===== src/rtl/fifo8x9_ctrl.sv =====
// fifo8x9_ctrl: req/ack handshake controller sequencing the strobes of an 8x9 FIFO storage array.
// Define FIFO8X9_CTRL_ERR_EN to build the sticky overflow/underflow error flags.
module fifo8x9_ctrl #(
    parameter int DATA_WIDTH = 9,
    parameter int ADDR_WIDTH = 3
) (
    input  logic                  clk,
    input  logic                  rst,
    input  logic                  push_req,
    input  logic [DATA_WIDTH-1:0] push_data,
    output logic                  push_ack,
    input  logic                  pop_req,
    output logic [DATA_WIDTH-1:0] pop_data,
    output logic                  pop_valid,
    input  logic                  clr,
    output logic [DATA_WIDTH-1:0] fifo_din,
    input  logic [DATA_WIDTH-1:0] fifo_dout,
    output logic                  wren,
    output logic                  rden,
    output logic                  WrInc,
    output logic                  RdInc,
    output logic                  WrPtrClr,
    output logic                  RdPtrClr,
    output logic                  full,
    output logic                  empty,
    output logic [ADDR_WIDTH:0]   count,
    output logic                  err_ovf,
    output logic                  err_unf
);
    localparam int DEPTH = 2 ** ADDR_WIDTH;

    typedef enum logic [5:0] {
        IDLE = 6'b000001,
        WR   = 6'b000010,
        WINC = 6'b000100,
        RD   = 6'b001000,
        RINC = 6'b010000,
        CLR  = 6'b100000
    } state_t;

    state_t state;
    logic   last_wr;
    logic   pend_clr;
    logic   can_push;
    logic   can_pop;

    assign full     = count == (ADDR_WIDTH + 1)'(DEPTH);
    assign empty    = count == '0;
    assign can_push = push_req & ~full;
    assign can_pop  = pop_req & ~empty;

    // Strobes decode purely from state flops so the storage sees glitch-free pointer clocks.
    assign wren      = state == WR;
    assign WrInc     = state == WINC;
    assign push_ack  = state == WINC;
    assign rden      = state == RD;
    assign RdInc     = state == RINC;
    assign pop_valid = state == RINC;
    assign WrPtrClr  = state == CLR;
    assign RdPtrClr  = state == CLR;
    assign pop_data  = fifo_dout;

    always_ff @(posedge clk) begin
        if (rst) begin
            state    <= IDLE;
            count    <= '0;
            fifo_din <= '0;
            last_wr  <= 1'b0;
            pend_clr <= 1'b1;
        end else begin
            case (state)
                IDLE: begin
                    if (pend_clr | clr) begin
                        state <= CLR;
                    end else if (can_push && !(can_pop && last_wr)) begin
                        state    <= WR;
                        fifo_din <= push_data;
                    end else if (can_pop) begin
                        state <= RD;
                    end
                end
                WR:   state <= WINC;
                WINC: begin
                    state   <= IDLE;
                    count   <= count + (ADDR_WIDTH + 1)'(1);
                    last_wr <= 1'b1;
                end
                RD:   state <= RINC;
                RINC: begin
                    state   <= IDLE;
                    count   <= count - (ADDR_WIDTH + 1)'(1);
                    last_wr <= 1'b0;
                end
                CLR: begin
                    state    <= IDLE;
                    count    <= '0;
                    pend_clr <= 1'b0;
                end
                default: state <= IDLE;
            endcase
        end
    end

`ifdef FIFO8X9_CTRL_ERR_EN
    // Flags clear on the same IDLE cycle that commits to CLR.
    always_ff @(posedge clk) begin
        if (rst) begin
            err_ovf <= 1'b0;
            err_unf <= 1'b0;
        end else if (state == IDLE) begin
            err_ovf <= (pend_clr | clr) ? 1'b0 : err_ovf | (push_req & full);
            err_unf <= (pend_clr | clr) ? 1'b0 : err_unf | (pop_req & empty);
        end
    end
`else
    assign err_ovf = 1'b0;
    assign err_unf = 1'b0;
`endif
endmodule


===== config.mk =====
export PLATFORM = sky130hd
export DESIGN_NAME = fifo8x9_ctrl
export DESIGN_NICKNAME = d
export VERILOG_FILES = /design/src/rtl/fifo8x9_ctrl.sv
export SDC_FILE = /design/constraint.sdc
export NUM_CORES = 1
export LEC_CHECK = 0
export CAP_MARGIN = 20
export CORE_UTILIZATION = 41
export CTS_BUF_LIST = sky130_fd_sc_hd__clkbuf_2 sky130_fd_sc_hd__clkbuf_4 sky130_fd_sc_hd__clkbuf_8
export DETAILED_ROUTE_END_ITERATION = 10
export GPL_ROUTABILITY_DRIVEN = 0
export PLACE_DENSITY = 0.87
export SYNTH_ARGS = -nofsm -noshare
export SYNTH_HDL_FRONTEND = slang
export SYNTH_SLANG_ARGS = --single-unit

===== constraint.sdc =====
create_clock -name clk -period 2.6 [get_ports clk]
set_clock_uncertainty 0.1 [all_clocks]
set_input_delay 0.52 -clock clk [delete_from_list [all_inputs] [get_ports clk]]
set_output_delay 0.52 -clock clk [all_outputs]
set_load 0.005 [all_outputs]

==> metrics.md <==
| Metric | Value |
|---|---|
| Run status | `finished, final reports clean` |
| Total Negative Setup Slacks | `0 ns` |
| Top-area cell type share of the netlist area | `~36%` |
| Power per standard cell area | `between 300 and 400 nW/um^2` |
| Most frequent cells after synthesis | `dfxtp_1 (21), nand2_1 (21), buf_4 (15)` |
| Critical register-to-register path startpoint | `state[4]` |
| Cells after synthesis | `137` |
| Pins over their slew limit | `0` |
| Area contributors post-synth | `dfxtp_1 (36%), buf_4 (9.6%), mux2i_1 (7.7%)` |
| Half-perimeter wire length after detailed placement | `around 1800 um` |
| Post-synthesis cell area | `~1200 sq um` |
| DRT iter0 DRCs | `21` |
| Number of rows in the core area | `19` |
| Peak ir drop on the vdd network | `around 0.26 mV` |
| Antenna fix cells | `0` |
| Total congestion overflow after global routing | `0` |
| Final Instance Area | `approximately 1500 sq um` |
| R2r setup slk | `between 0.4 and 0.5 ns` |
| Start point of the critical path | `state[2]` |
| Most common flop cell mapped by yosys | `dfxtp_1` |
| Number of fill cells | `264` |
| Via count of the first global-routing pass | `~1000` |
| Highest clock rate | `slightly below 400 MHz` |
| First-pass GRT wire length | `roughly 4400 um` |
| Clock insertion delay at the later pin of the skew report | `~0.30 ns` |
| Top-Level Pins | `57` |
| Capturing point of the worst reg2reg path | `count[3]` |
| Final setup fails | `0` |
| Port Buffers | `36` |
| Capturing element type of the critical path | `primary output` |
| Detail-routed net length per standard cell | `around 14 um` |
| Part of the cycle the worst path needs | `96.9%` |
| Placeable core area | `between 2000 and 3000 sq um` |
| Hold slack final | `approximately 0.35 ns` |
| Die Height | `about 55 um` |
| Critical path start-end classification | `flip-flop to primary output` |
| Crit-path max FO | `5` |
| Post-route minimum period | `around 2.5 ns` |
| Routed vias | `1031` |
| Standard cell area after detailed placement | `approximately 1500 sq um` |
| CTS tree | `done` |
| Number of synthesized flops with an enable pin | `0` |
| Setup repair bufs after CTS | `0` |
| Buffers from clock root to sink, at most | `2` |
| Die Footprint | `roughly 3000 sq um` |
| Async set-or-reset flop fraction in the synthesized netlist | `0%` |
| Post-route DRC | `0` |
| Final nets | `around 190` |
| Total CTS buffers | `3` |
| Data required time of the worst path | `~2.0 ns` |
| Number of cells on the worst reg-to-reg path | `7` |
| Total power | `approximately 0.57 mW` |
| CTS Hold Buffers Added | `0` |
| Yosys warnings | `0` |
| Post-synthesis area per instance | `about 8.5 sq um` |
| Maximum number of pins on one net before global-route repair | `22` |
| Total iterations of the first detailed-routing run | `5` |
| Level count of the clock H-tree | `1` |
| Distinct cell type count after synthesis | `39` |
| Starting Density | `about 43%` |
| Termination of the worst setup path | `wren` |
| Flop and latch count out of synthesis | `21` |
| Total wire length | `roughly 2600 um` |
| Fraction of final layout cells with drive strength greater than 1 | `around an eighth` |
| Number of max-capacitance violations reported | `0` |
| WP data arrival | `1.90 ns` |
| Total routing resource utilization after global routing | `between 10% and 20%` |
| Vias per cell | `between 5 and 6` |
| Class of the most critical hold timing path | `flip-flop to flip-flop` |
| Number of hold-slack violations in the final timing report | `0` |
| Leakage component of the power | `between 0.5 and 0.6 nW` |
| Startpoint kind of the worst setup timing path | `flip-flop` |
| Number of cells on the worst hold path | `2` |
| Die outline width | `~55 um` |
| Clock net sink count | `21` |
| Area leader, netlist | `dfxtp_1` |
| Antenna violations before repair | `0` |
| Area Overhead vs Synth | `28.8%` |
| Register clock-pin slew on the reported worst setup and hold paths | `roughly 0.11 ns` |
| Antenna viol nets, final | `0` |
| Post-synthesis sequential area ratio | `between 30% and 40%` |
| Clock root buffer | `clkbuf_4` |
[where the power goes]
part,switching [mW],internal (mW),total [mW]
clock,0.0967,0.0573,0.154
combinational,0.0320,0.0450,0.0770
sequential,0.00921,0.328,0.337
total,0.138,0.430,0.568
[registers in the layout (all words and copies together), names as in the netlist]
register / cells
state: 6
last_wr: 1
fifo_din: 9
count: 4
pend_clr: 1
[area by class of cell]
class	instances	area, sq um	share of cell area, %
sequential	21	423	28.1
clock buffer	3	22.5	1.50
timing repair buffer	41	398	26.4
clock inverter	1	5.00	0.332
inverter	3	11.3	0.748
tap	31	38.8	2.57
multi-input combinational	92	608	40.4
[placed cells by master (no fill, tap or decap), types with 2 or more instances in the layout]
cell type / netlist / routed
clkdlybuf4s50_1: 0 / 36
nand2_1: 21 / 21
dfxtp_1: 21 / 19
mux2i_1: 9 / 9
nor2_1: 7 / 7
buf_4: 15 / 5
nor3_1: 4 / 4
nand3_1: 4 / 4
nor4_1: 5 / 4
inv_1: 3 / 3
nor2b_1: 3 / 3
and2_1: 2 / 3
o21ai_0: 3 / 3
a31oi_1: 3 / 3
a21oi_1: 3 / 3
clkbuf_4: 0 / 3
nand3b_1: 2 / 2
xor2_1: 2 / 2
nand4b_1: 2 / 2
ha_1: 2 / 2
conb_1: 1 / 2
dfxtp_2: 0 / 2
[worst min path at each step]
| stage | startpoint | to | slack (ns) |
|---|---|---|---|
| 2_1_floorplan | pend_clr | pend_clr | 0.32 |
| 3_3_place_gp | pend_clr | pend_clr | 0.33 |
| 3_5_place_dp | pend_clr | pend_clr | 0.34 |
| 4_1_cts | pend_clr | pend_clr | 0.35 |
| 5_1_grt | pend_clr | pend_clr | 0.38 |
| 6_report | pend_clr | pend_clr | 0.35 |
[layer usage]
metal | global-route usage (%) | share of wire (%) | up-vias
met5 | 0 | 0 | -
met1 | 23.1 | 43 | 465
met4 | 8.21 | 0.23 | 0
met2 | 26.3 | 48 | 54
met3 | 5.85 | 8.6 | 2
li1 | - | - | 510
[cell families (layout without fill, tap and decap cells)]
kind of cell / count (synthesis) / in the layout / share of synthesized area [%]
xor gates and xnor gates: 3 / 3 / 2.25
other: 1 / 2 / 0.321
AOI/OAI and AO/OA: 18 / 18 / 10.9
and+or+nand+nor: 58 / 58 / 26.6
muxes: 9 / 9 / 7.70
adders and majority gates: 2 / 2 / 2.14
DFF: 21 / 21 / 35.9
buffers and inverters: 25 / 48 / 14.1
[stage by stage]
stage / setup slack [ns] / std cells / util [%]
after floorplan: 0.251 / 138 / -
after global placement: 0.343 / 188 / 53.5
after detailed placement: 0.308 / 188 / 53.5
after CTS: 0.0391 / 192 / 54.5
after global routing: -0.00533 / 192 / 55.1
final: 0.0796 / 192 / 55.1
[worst max-delay path, stage by stage (launching register included)]
cell             delay [ns]
dfxtp_1                0.39
nor4_1                 0.43
and3b_2                0.28
clkdlybuf4s50_1        0.50
[timing repair]
item	in CTS	in global routing
setup endpoints to repair	2	4
pin swaps	0	1
gates resized for setup	1	4
No activity file was read; power rests on OpenSTA's default activity.
